--- src/rtl/mem_ctrl.sv ---
// Byte-serial RAM master: word fetches and byte/half/word loads/stores become single-byte RAM cycles.
// Latency: read N+2 cycles, write N+1 cycles from the accept edge; data port wins arbitration.
// Requesters hold req until done; optional fetch buffer under MEM_CTRL_IBUF_EN.
module mem_ctrl #(
  parameter int ADDR_W = 17
) (
  input  logic              clk,
  input  logic              rst,
  input  logic              if_req,
  input  logic [31:0]       if_addr,
  output logic [31:0]       if_data,
  output logic              if_done,
  input  logic              mem_req,
  input  logic              mem_we,
  input  logic [1:0]        mem_size,
  input  logic              mem_signed,
  input  logic [31:0]       mem_addr,
  input  logic [31:0]       mem_wdata,
  output logic [31:0]       mem_rdata,
  output logic              mem_done,
  output logic              ram_ce,
  output logic              ram_r_nw,
  output logic [ADDR_W-1:0] ram_addr,
  output logic [7:0]        ram_wdata,
  input  logic [7:0]        ram_rdata,
  output logic              busy
);

  typedef enum logic [1:0] {IDLE, READ, WRITE, DONE} state_t;

  state_t            state_q, state_d;
  logic [ADDR_W-1:0] base_q, base_d, ram_addr_q, ram_addr_d;
  logic [2:0]        nb_q, nb_d, iss_q, iss_d;
  logic [1:0]        cap_q, cap_d;
  logic              pend_q, pend_d, is_mem_q, is_mem_d, sgn_q, sgn_d;
  logic [31:0]       wdat_q, wdat_d, dat_q, dat_d;
  logic [31:0]       if_data_q, if_data_d, mem_rdata_q, mem_rdata_d;
  logic              if_done_q, if_done_d, mem_done_q, mem_done_d;
  logic              ram_ce_q, ram_ce_d, ram_r_nw_q, ram_r_nw_d, busy_q, busy_d;
  logic [7:0]        ram_wdata_q, ram_wdata_d;
`ifdef MEM_CTRL_IBUF_EN
  logic              hit_q, hit_d, vld_q, vld_d;
  logic [ADDR_W-1:0] ibuf_addr_q, ibuf_addr_d;
  logic [31:0]       ibuf_dat_q, ibuf_dat_d;
`endif

  logic unused_addr_bits;
  assign unused_addr_bits = ^{if_addr[31:ADDR_W], mem_addr[31:ADDR_W]};

  function automatic logic [2:0] nbytes(input logic [1:0] s);
    case (s)
      2'b00:   nbytes = 3'd1;
      2'b01:   nbytes = 3'd2;
      default: nbytes = 3'd4;
    endcase
  endfunction

  function automatic logic [31:0] extend(input logic [31:0] d, input logic [2:0] n, input logic s);
    case (n)
      3'd1:    extend = {{24{s & d[7]}}, d[7:0]};
      3'd2:    extend = {{16{s & d[15]}}, d[15:0]};
      default: extend = d;
    endcase
  endfunction

  always_comb begin
    state_d     = state_q;
    base_d      = base_q;
    nb_d        = nb_q;
    iss_d       = iss_q;
    cap_d       = cap_q;
    is_mem_d    = is_mem_q;
    sgn_d       = sgn_q;
    wdat_d      = wdat_q;
    dat_d       = dat_q;
    if_data_d   = if_data_q;
    mem_rdata_d = mem_rdata_q;
    if_done_d   = 1'b0;
    mem_done_d  = 1'b0;
    ram_ce_d    = 1'b0;
    ram_r_nw_d  = 1'b1;
    ram_addr_d  = ram_addr_q;
    ram_wdata_d = ram_wdata_q;
    // RAM returns data one cycle after a read is presented
    pend_d      = ram_ce_q & ram_r_nw_q;
`ifdef MEM_CTRL_IBUF_EN
    hit_d       = hit_q;
    vld_d       = vld_q;
    ibuf_addr_d = ibuf_addr_q;
    ibuf_dat_d  = ibuf_dat_q;
`endif
    case (state_q)
      IDLE: begin
        if (mem_req) begin
          base_d      = mem_addr[ADDR_W-1:0];
          nb_d        = nbytes(mem_size);
          is_mem_d    = 1'b1;
          sgn_d       = mem_signed;
          wdat_d      = mem_wdata;
          dat_d       = '0;
          iss_d       = 3'd1;
          cap_d       = '0;
          ram_ce_d    = 1'b1;
          ram_r_nw_d  = ~mem_we;
          ram_addr_d  = mem_addr[ADDR_W-1:0];
          ram_wdata_d = mem_wdata[7:0];
          state_d     = mem_we ? WRITE : READ;
`ifdef MEM_CTRL_IBUF_EN
          hit_d = 1'b0;
          if (mem_we) vld_d = 1'b0;
`endif
        end else if (if_req) begin
`ifdef MEM_CTRL_IBUF_EN
          if (vld_q && (if_addr[ADDR_W-1:0] == ibuf_addr_q)) begin
            state_d  = READ;
            hit_d    = 1'b1;
            is_mem_d = 1'b0;
          end else begin
            hit_d = 1'b0;
`else
          begin
`endif
            base_d     = if_addr[ADDR_W-1:0];
            nb_d       = 3'd4;
            is_mem_d   = 1'b0;
            sgn_d      = 1'b0;
            dat_d      = '0;
            iss_d      = 3'd1;
            cap_d      = '0;
            ram_ce_d   = 1'b1;
            ram_addr_d = if_addr[ADDR_W-1:0];
            state_d    = READ;
          end
        end
      end
      READ: begin
`ifdef MEM_CTRL_IBUF_EN
        if (hit_q) begin
          hit_d     = 1'b0;
          if_done_d = 1'b1;
          if_data_d = ibuf_dat_q;
          state_d   = DONE;
        end else
`endif
        begin
          if (iss_q < nb_q) begin
            ram_ce_d   = 1'b1;
            ram_addr_d = base_q + ADDR_W'(iss_q);
            iss_d      = iss_q + 3'd1;
          end
          if (pend_q) begin
            dat_d[8*cap_q +: 8] = ram_rdata;
            cap_d = cap_q + 2'd1;
            if ({1'b0, cap_q} == nb_q - 3'd1) begin
              state_d = DONE;
              if (is_mem_q) begin
                mem_done_d  = 1'b1;
                mem_rdata_d = extend(dat_d, nb_q, sgn_q);
              end else begin
                if_done_d = 1'b1;
                if_data_d = dat_d;
`ifdef MEM_CTRL_IBUF_EN
                vld_d       = 1'b1;
                ibuf_addr_d = base_q;
                ibuf_dat_d  = dat_d;
`endif
              end
            end
          end
        end
      end
      WRITE: begin
        if (iss_q < nb_q) begin
          ram_ce_d    = 1'b1;
          ram_r_nw_d  = 1'b0;
          ram_addr_d  = base_q + ADDR_W'(iss_q);
          ram_wdata_d = wdat_q[8*iss_q[1:0] +: 8];
          iss_d       = iss_q + 3'd1;
        end else begin
          mem_done_d = 1'b1;
          state_d    = DONE;
        end
      end
      default: state_d = IDLE;
    endcase
    busy_d = (state_d != IDLE);
  end

  always_ff @(posedge clk or negedge rst) begin
    if (!rst) begin
      state_q     <= IDLE;
      base_q      <= '0;
      nb_q        <= '0;
      iss_q       <= '0;
      cap_q       <= '0;
      pend_q      <= 1'b0;
      is_mem_q    <= 1'b0;
      sgn_q       <= 1'b0;
      wdat_q      <= '0;
      dat_q       <= '0;
      if_data_q   <= '0;
      mem_rdata_q <= '0;
      if_done_q   <= 1'b0;
      mem_done_q  <= 1'b0;
      ram_ce_q    <= 1'b0;
      ram_r_nw_q  <= 1'b1;
      ram_addr_q  <= '0;
      ram_wdata_q <= '0;
      busy_q      <= 1'b0;
`ifdef MEM_CTRL_IBUF_EN
      hit_q       <= 1'b0;
      vld_q       <= 1'b0;
      ibuf_addr_q <= '0;
      ibuf_dat_q  <= '0;
`endif
    end else begin
      state_q     <= state_d;
      base_q      <= base_d;
      nb_q        <= nb_d;
      iss_q       <= iss_d;
      cap_q       <= cap_d;
      pend_q      <= pend_d;
      is_mem_q    <= is_mem_d;
      sgn_q       <= sgn_d;
      wdat_q      <= wdat_d;
      dat_q       <= dat_d;
      if_data_q   <= if_data_d;
      mem_rdata_q <= mem_rdata_d;
      if_done_q   <= if_done_d;
      mem_done_q  <= mem_done_d;
      ram_ce_q    <= ram_ce_d;
      ram_r_nw_q  <= ram_r_nw_d;
      ram_addr_q  <= ram_addr_d;
      ram_wdata_q <= ram_wdata_d;
      busy_q      <= busy_d;
`ifdef MEM_CTRL_IBUF_EN
      hit_q       <= hit_d;
      vld_q       <= vld_d;
      ibuf_addr_q <= ibuf_addr_d;
      ibuf_dat_q  <= ibuf_dat_d;
`endif
    end
  end

  assign if_data   = if_data_q;
  assign if_done   = if_done_q;
  assign mem_rdata = mem_rdata_q;
  assign mem_done  = mem_done_q;
  assign ram_ce    = ram_ce_q;
  assign ram_r_nw  = ram_r_nw_q;
  assign ram_addr  = ram_addr_q;
  assign ram_wdata = ram_wdata_q;
  assign busy      = busy_q;

endmodule

--- config.mk ---
export PLATFORM = sky130hd
export DESIGN_NAME = mem_ctrl
export DESIGN_NICKNAME = d
export VERILOG_FILES = /design/src/rtl/mem_ctrl.sv
export SDC_FILE = /design/constraint.sdc
export NUM_CORES = 1
export LEC_CHECK = 0
export ABC_CLOCK_PERIOD_IN_PS = 3040
export BUFFER_PORTS_ARGS = -buffer_cell sky130_fd_sc_hd__buf_2
export CORE_MARGIN = 8
export CORE_UTILIZATION = 49
export DETAILED_ROUTE_END_ITERATION = 7
export GPL_TIMING_DRIVEN = 1
export PLACE_DENSITY = 0.74
export SLEW_MARGIN = 10
export SYNTH_ARGS = -nofsm -noshare
export SYNTH_HDL_FRONTEND = slang
export SYNTH_SLANG_ARGS = --single-unit
--- constraint.sdc ---
create_clock -name clk -period 3.04 [get_ports clk]
set_input_delay 0.304 -clock clk [delete_from_list [all_inputs] [get_ports clk]]
set_output_delay 0.304 -clock clk [all_outputs]
set_load 0.02 [all_outputs]
**Word level (Yosys, flattened, before mapping)**

Index checks and enable logic that the tools add are counted.

- Word-level logic and storage cells: 108
- Flip-flop bits (word level): 188
- Output and inout bits: 94
- Input port bits: 112

- Order comparisons: 1
- Equality and inequality tests: 11
- Add/subtract/negate cells: 5
- Reduce and logical (&&, ||, !) cells: 15
- Bitwise gates (word level): 5
- Shift operators: 3
- Muxes and demuxes: 49

Operator list:

| kind | number |
|---|---|
| $pmux 32 s2 | 2 |
| $mux 32 | 3 |
| $mux 17 | 3 |
| $neg 5->34 | 1 |
| $pmux 17 s2 | 1 |
| $shift 8x34->32 const A | 1 |
| $shiftx 8x34->32 | 1 |
| $bwmux 32 | 1 |
| $shiftx 32x6->8 | 1 |
| $mux 2 | 9 |
| $add 17x3->17 | 1 |
| $mux 8 | 2 |
| $pmux 8 s2 | 1 |
| $mux 1 | 15 |
| $mux 3 | 5 |
| $pmux 3 s2 | 2 |
| $reduce_bool 2->1 | 5 |
| $reduce_and 3->1 | 3 |
| $reduce_and 4->1 | 2 |
| $ne 2x2->1 const B | 3 |
| $pmux 1 s2 | 3 |
| $pmux 2 s3 | 1 |
| $eq 2x1->1 const B | 2 |
| $logic_not 2->1 | 2 |
| other kinds (15) | 19 |

**Logic depth before layout (Yosys ltp)**

- Depth in word-level cells: 6
- Gate-level depth with buffers: 10
- Mapped depth without buffers: 8

**Worst setup path after synthesis**

OpenSTA, ideal clock, no wires.

- Path type: register to register
- From: register iss_q[1]
- To: register ram_addr_q[4] (netlist: ram_addr[4])
- Path slack: 0.904 ns
- Arrival: 2.012 ns
- Library setup time: 0.125 ns
- Cell stages (with the launch flop): 9
- Buffers on the path: 1
- Required time: 2.915 ns
- Period minus slack after synthesis: 2.136 ns
- Cell sequence: dfrtp_1 clkbuf_1 inv_1 fa_1 nor2b_1 o21ai_0 xor2_1 mux2i_1 mux2_2

- Cells in the longest elaborated chain, start to end: 3
- Elaborated cells between the ends (all ways): 6
- Those cells by class: add/sub: 1; order compare: 1; eq/ne: 1; mux: 2; reduce/logical: 1

Ends and longest elaborated chain:

| what | RTL line | text |
|---|---|---|
| start, declared | 33 | `logic [2:0] nb_q, nb_d, iss_q, iss_d;` |
| start signal, assigned | 220 | `iss_q <= iss_d;` |
| $add 17x3->17 or $lt 3x3->1 (tied branches) | n/a |  |
| $mux 17 or $ne 2x1->1 (tied branches) | n/a |  |
| $pmux 17 s2 or $reduce_and 3->1 (tied branches) | n/a |  |
| end signal, assigned | 233 | `ram_addr_q <= ram_addr_d;` |
| end, declared | 32 | `logic [ADDR_W-1:0] base_q, base_d, ram_addr_q, ram_addr_d;` |

Parallel ways exist; a longest one is shown, timed or not. The select of a mux whose other input is x is not followed.
A chain may end at the register's enable or synchronous reset.

**Worst setup path in the final report**

- From: register state_q[0]
- To: register ram_addr_q[9] (netlist: ram_addr[9])

- Cells in the longest elaborated chain, start to end: 4
- Elaborated cells between the ends (all ways): 9
- Those cells by class: eq/ne: 4; mux: 1; reduce/logical: 4

Ends and longest elaborated chain:

| what | RTL line | text |
|---|---|---|
| start, declared | 31 | `state_t state_q, state_d;` |
| start signal, assigned | 217 | `state_q <= state_d;` |
| $eq 2x2->1 or $eq 2x1->1 (tied branches) | 92 | `case (state_q)` |
| $reduce_or 2->1 (no source line) | n/a |  |
| $ne 2x1->1 (no source line) or $reduce_bool 2->1 (tied branches) | n/a |  |
| $reduce_and 3->1 (no source line) | n/a |  |

Parallel ways exist; a longest one is shown, timed or not.

==> flow_metrics.tcl <==
set metrics [dict create \
    status "finished, final reports clean" \
    syn_to_final_growth_pct 20.1 \
    synth_edf_count 0 \
    total_power_mw 4.86 \
    cpPeakStageDelay_ps 430 \
    syn_inst 797 \
    drv_slew 0 \
    period_minus_slack_ps 2550 \
    grt_start_max_net_pins 66 \
    start_kind "register" \
    path_max_fanout 11 \
    drt-pass1-iter-count 4 \
    num_vias 6510 \
    cts_buffers 17 \
    max_freq_ghz 0.392 \
    final.setup.tns_ps 0 \
    postSynthNetCount 927 \
    worstPathArrival_ps 2890 \
    fp.dieW_um 148 \
    yosysWarnings 0 \
    core_um2 17200 \
    dp_hpwl_um 15100 \
    maxSlewHeadroom_pct 51.9 \
    io_buffers 175 \
    wirelength_um 21000 \
    fill_cells 1523 \
    p_leak_nw 4.84 \
    grt_setup_unrepaired "false" \
    yosysTopAreaCellShare_pct 54.7 \
    synth.distinct_cells 55 \
    drive_gt1_share_pct 28.3 \
    finalClockSkew_ps 13.1 \
    grt_usage_pct 19.9 \
    syn-cell-area_um2 8550 \
    wl_per_cell_um 17.5 \
    fin_nets 1098 \
    post_cts_buffers 0 \
    initial_core_util_pct 49.8 \
    crit_chain "inv_1, ha_1, nor3b_1, buf_4, or2_1, a21oi_1, nand2_1, o221ai_1" \
    endpoint_kind "register" \
    synth_area_leaders "dfrtp_1 (55%), a21oi_1 (5.3%), mux2_2 (5.0%)" \
    syn_avg_cell_area_um2 10.7 \
    die-area_um2 21900 \
    clock-root-buffer "clkbuf_16" \
    required_ps 3380 \
    cts_buffer_depth 2 \
    drc 0 \
    ir_drop_mv 0.423 \
    p_per_area_nw_per_um2 474 \
    grt_pass1_wl_um 35100 \
    avgViaCountPerCell 5.40 \
    hp-class "in2reg" \
    drtAntennaViolNets 0 \
    worst_pin_slew_ps 721 \
    grt-ovfl-total 0 \
    drt-initial-drc-count 376 \
    ctsHtreeMaxLevel 4 \
    slowest_stage "dfrtp_1" \
    finalSetupViolCount 0 \
    die-height_um 148 \
    ioPinCount 206 \
    worstSkewPairLatency_ps 430 \
    async_reset_ff_share_pct 100 \
    rows 48 \
    cts_tree "built" \
    ys_ff_latch 188 \
    grt_antenna_before_repair 1 \
    ys.flop_type "dfrtp_1" \
    period_share_pct 83.8 \
    path_clk_slew_ps 70 \
    hold_viol_final 0 \
    grt_pass1_vias 6737 \
    cts.sinks 188 \
    critPathKind "reg2reg" \
    gp_congestion 0.822 \
    cap_viol_max_count 0 \
    ys_seq_area_share_pct 55.0 \
    synth_top_area_cell "dfrtp_1" \
]
[critical path: cells and delay by family, from the launching register on]
family,cells,cell delay (ps)
AND/OR/NAND/NOR,3,810
AO/OA/AOI/OAI,2,670
adder cells (fa/ha/maj),1,310
buffers and inverters,2,230
flip-flops,1,430
[cells by family (layout without fill, tap and decap cells)]
logic type	count (synthesis)	after routing	synth area share, %
other cells	0	1	0
fa+ha+maj	18	18	2.72
buf+inv	59	241	2.87
mux	72	72	10.2
compound gates	213	213	15.1
simple gates	230	230	12.4
flops	188	188	55.0
xor+xnor	17	17	1.74
[placed cells by master (no fill, tap or decap), types with 3 or more instances in the layout]
cell,instances
ha_1,17
a22oi_1,4
o22a_1,24
dfrtp_1,187
nor3_1,3
xnor2_1,7
or3_1,3
a21o_1,3
o221ai_1,3
clkbuf_16,17
nor2_1,84
and3_1,6
a21oi_1,91
a31oi_1,3
o21ai_1,3
inv_1,13
and2_1,3
clkbuf_8,3
nand3_1,6
xor2_1,10
o211ai_1,3
mux4_2,8
mux2i_1,26
a22o_1,10
buf_4,20
o21ai_0,54
nor2b_1,36
nand2_1,74
mux2_2,38
buf_2,174
[sequential cells by signal (all words and copies together) (netlist names)]
| signal | count |
|---|---|
| dat_q | 32 |
| if_data | 32 |
| mem_rdata | 32 |
| wdat_q | 32 |
| base_q | 17 |
| ram_addr | 17 |
| ram_wdata | 8 |
| iss_q | 3 |
| nb_q | 3 |
| cap_q | 2 |
| state_q | 2 |
| busy | 1 |
| if_done | 1 |
| is_mem_q | 1 |
| mem_done | 1 |
| pend_q | 1 |
| ram_ce | 1 |
| ram_r_nw | 1 |
| sgn_q | 1 |
[where the power goes]
group	switching, mW	internal, mW	total, mW
Clock	0.943	1.17	2.11
Combinational	0.141	0.0825	0.223
Sequential	0.0104	2.52	2.53
Total	1.09	3.77	4.86
[per-stage QoR]
stage	setup slack, ps	std cells	hold WS [ps]	util [%]	cell area (um^2)
after global placement	582	1173	336	56.5	9700
after CTS	514	1204	55.4	59.8	10300
after floorplan	904	797	8.41	-	8550
final	491	1205	80.6	59.8	10300
after detailed placement	545	1173	342	56.5	9700
after global routing	309	1205	80.5	59.8	10300
[cells in the mapped netlist, types with 2 or more instances]
cell type	instances
a21o_1	3
a21oi_1	91
a22o_1	10
a22oi_1	4
a31oi_1	3
a32o_1	2
and2_1	3
and3_1	6
and4_1	2
buf_1	3
buf_2	10
buf_4	3
clkbuf_1	29
dfrtp_1	187
ha_1	17
inv_1	13
mux2_2	38
mux2i_1	26
mux4_2	8
nand2_1	74
nand2b_1	2
nand3_1	6
nand4_1	2
nor2_1	84
nor2b_1	36
nor3_1	3
nor3b_1	2
o211ai_1	3
o21a_1	2
o21ai_0	55
o21ai_1	3
o221ai_1	3
o22a_1	24
or2_1	2
or3_1	3
xnor2_1	7
xor2_1	10
[final cells by class]
| type | instances | area (um^2) | share of cell area (%) |
|---|---|---|---|
| repair buffers | 197 | 1060 | 10.4 |
| multi-input cells | 550 | 3610 | 35.2 |
| flip-flops and latches | 188 | 4710 | 45.8 |
| well taps | 225 | 282 | 2.74 |
| inverters | 14 | 52.6 | 0.512 |
| clock buffers | 21 | 460 | 4.48 |
| clock inverters | 9 | 90.1 | 0.877 |
| diodes | 1 | 2.50 | 0.0244 |
[layer usage]
metal / routed length (um) / share of wire (%) / GRT usage [%]
met1: 9280 / 44 / 25.7
met3: 1570 / 7.5 / 6.08
met5: 0 / 0 / 0
met4: 242 / 1.2 / 6.12
met2: 9950 / 47 / 31.6
[final timing paths]
kind	end	from	slack, ps	cells past startpoint
worst max-delay path	ram_addr[9]$_DFFE_PN0P_	state_q[0]$_DFF_PN0_	490	8
worst min-delay path	nb_q[0]$_DFFE_PN0P_	mem_size[1]	80	2
worst max register to register	ram_addr[9]$_DFFE_PN0P_	state_q[0]$_DFF_PN0_	490	8
worst min register to register	dat_q[25]$_DFFE_PN0P_	dat_q[25]$_DFFE_PN0P_	470	2
max in group asynchronous	if_data[5]$_DFFE_PN0P_	rst	1730	3
min in group asynchronous	if_data[9]$_DFFE_PN0P_	rst	430	2
[repair_timing]
action,4_1_cts,5_1_grt
hold endpoints to repair,62,0
hold buffers,1,0
resized for setup,0,0
setup endpoints to repair,0,0
Power figures use the tool's default switching activity.
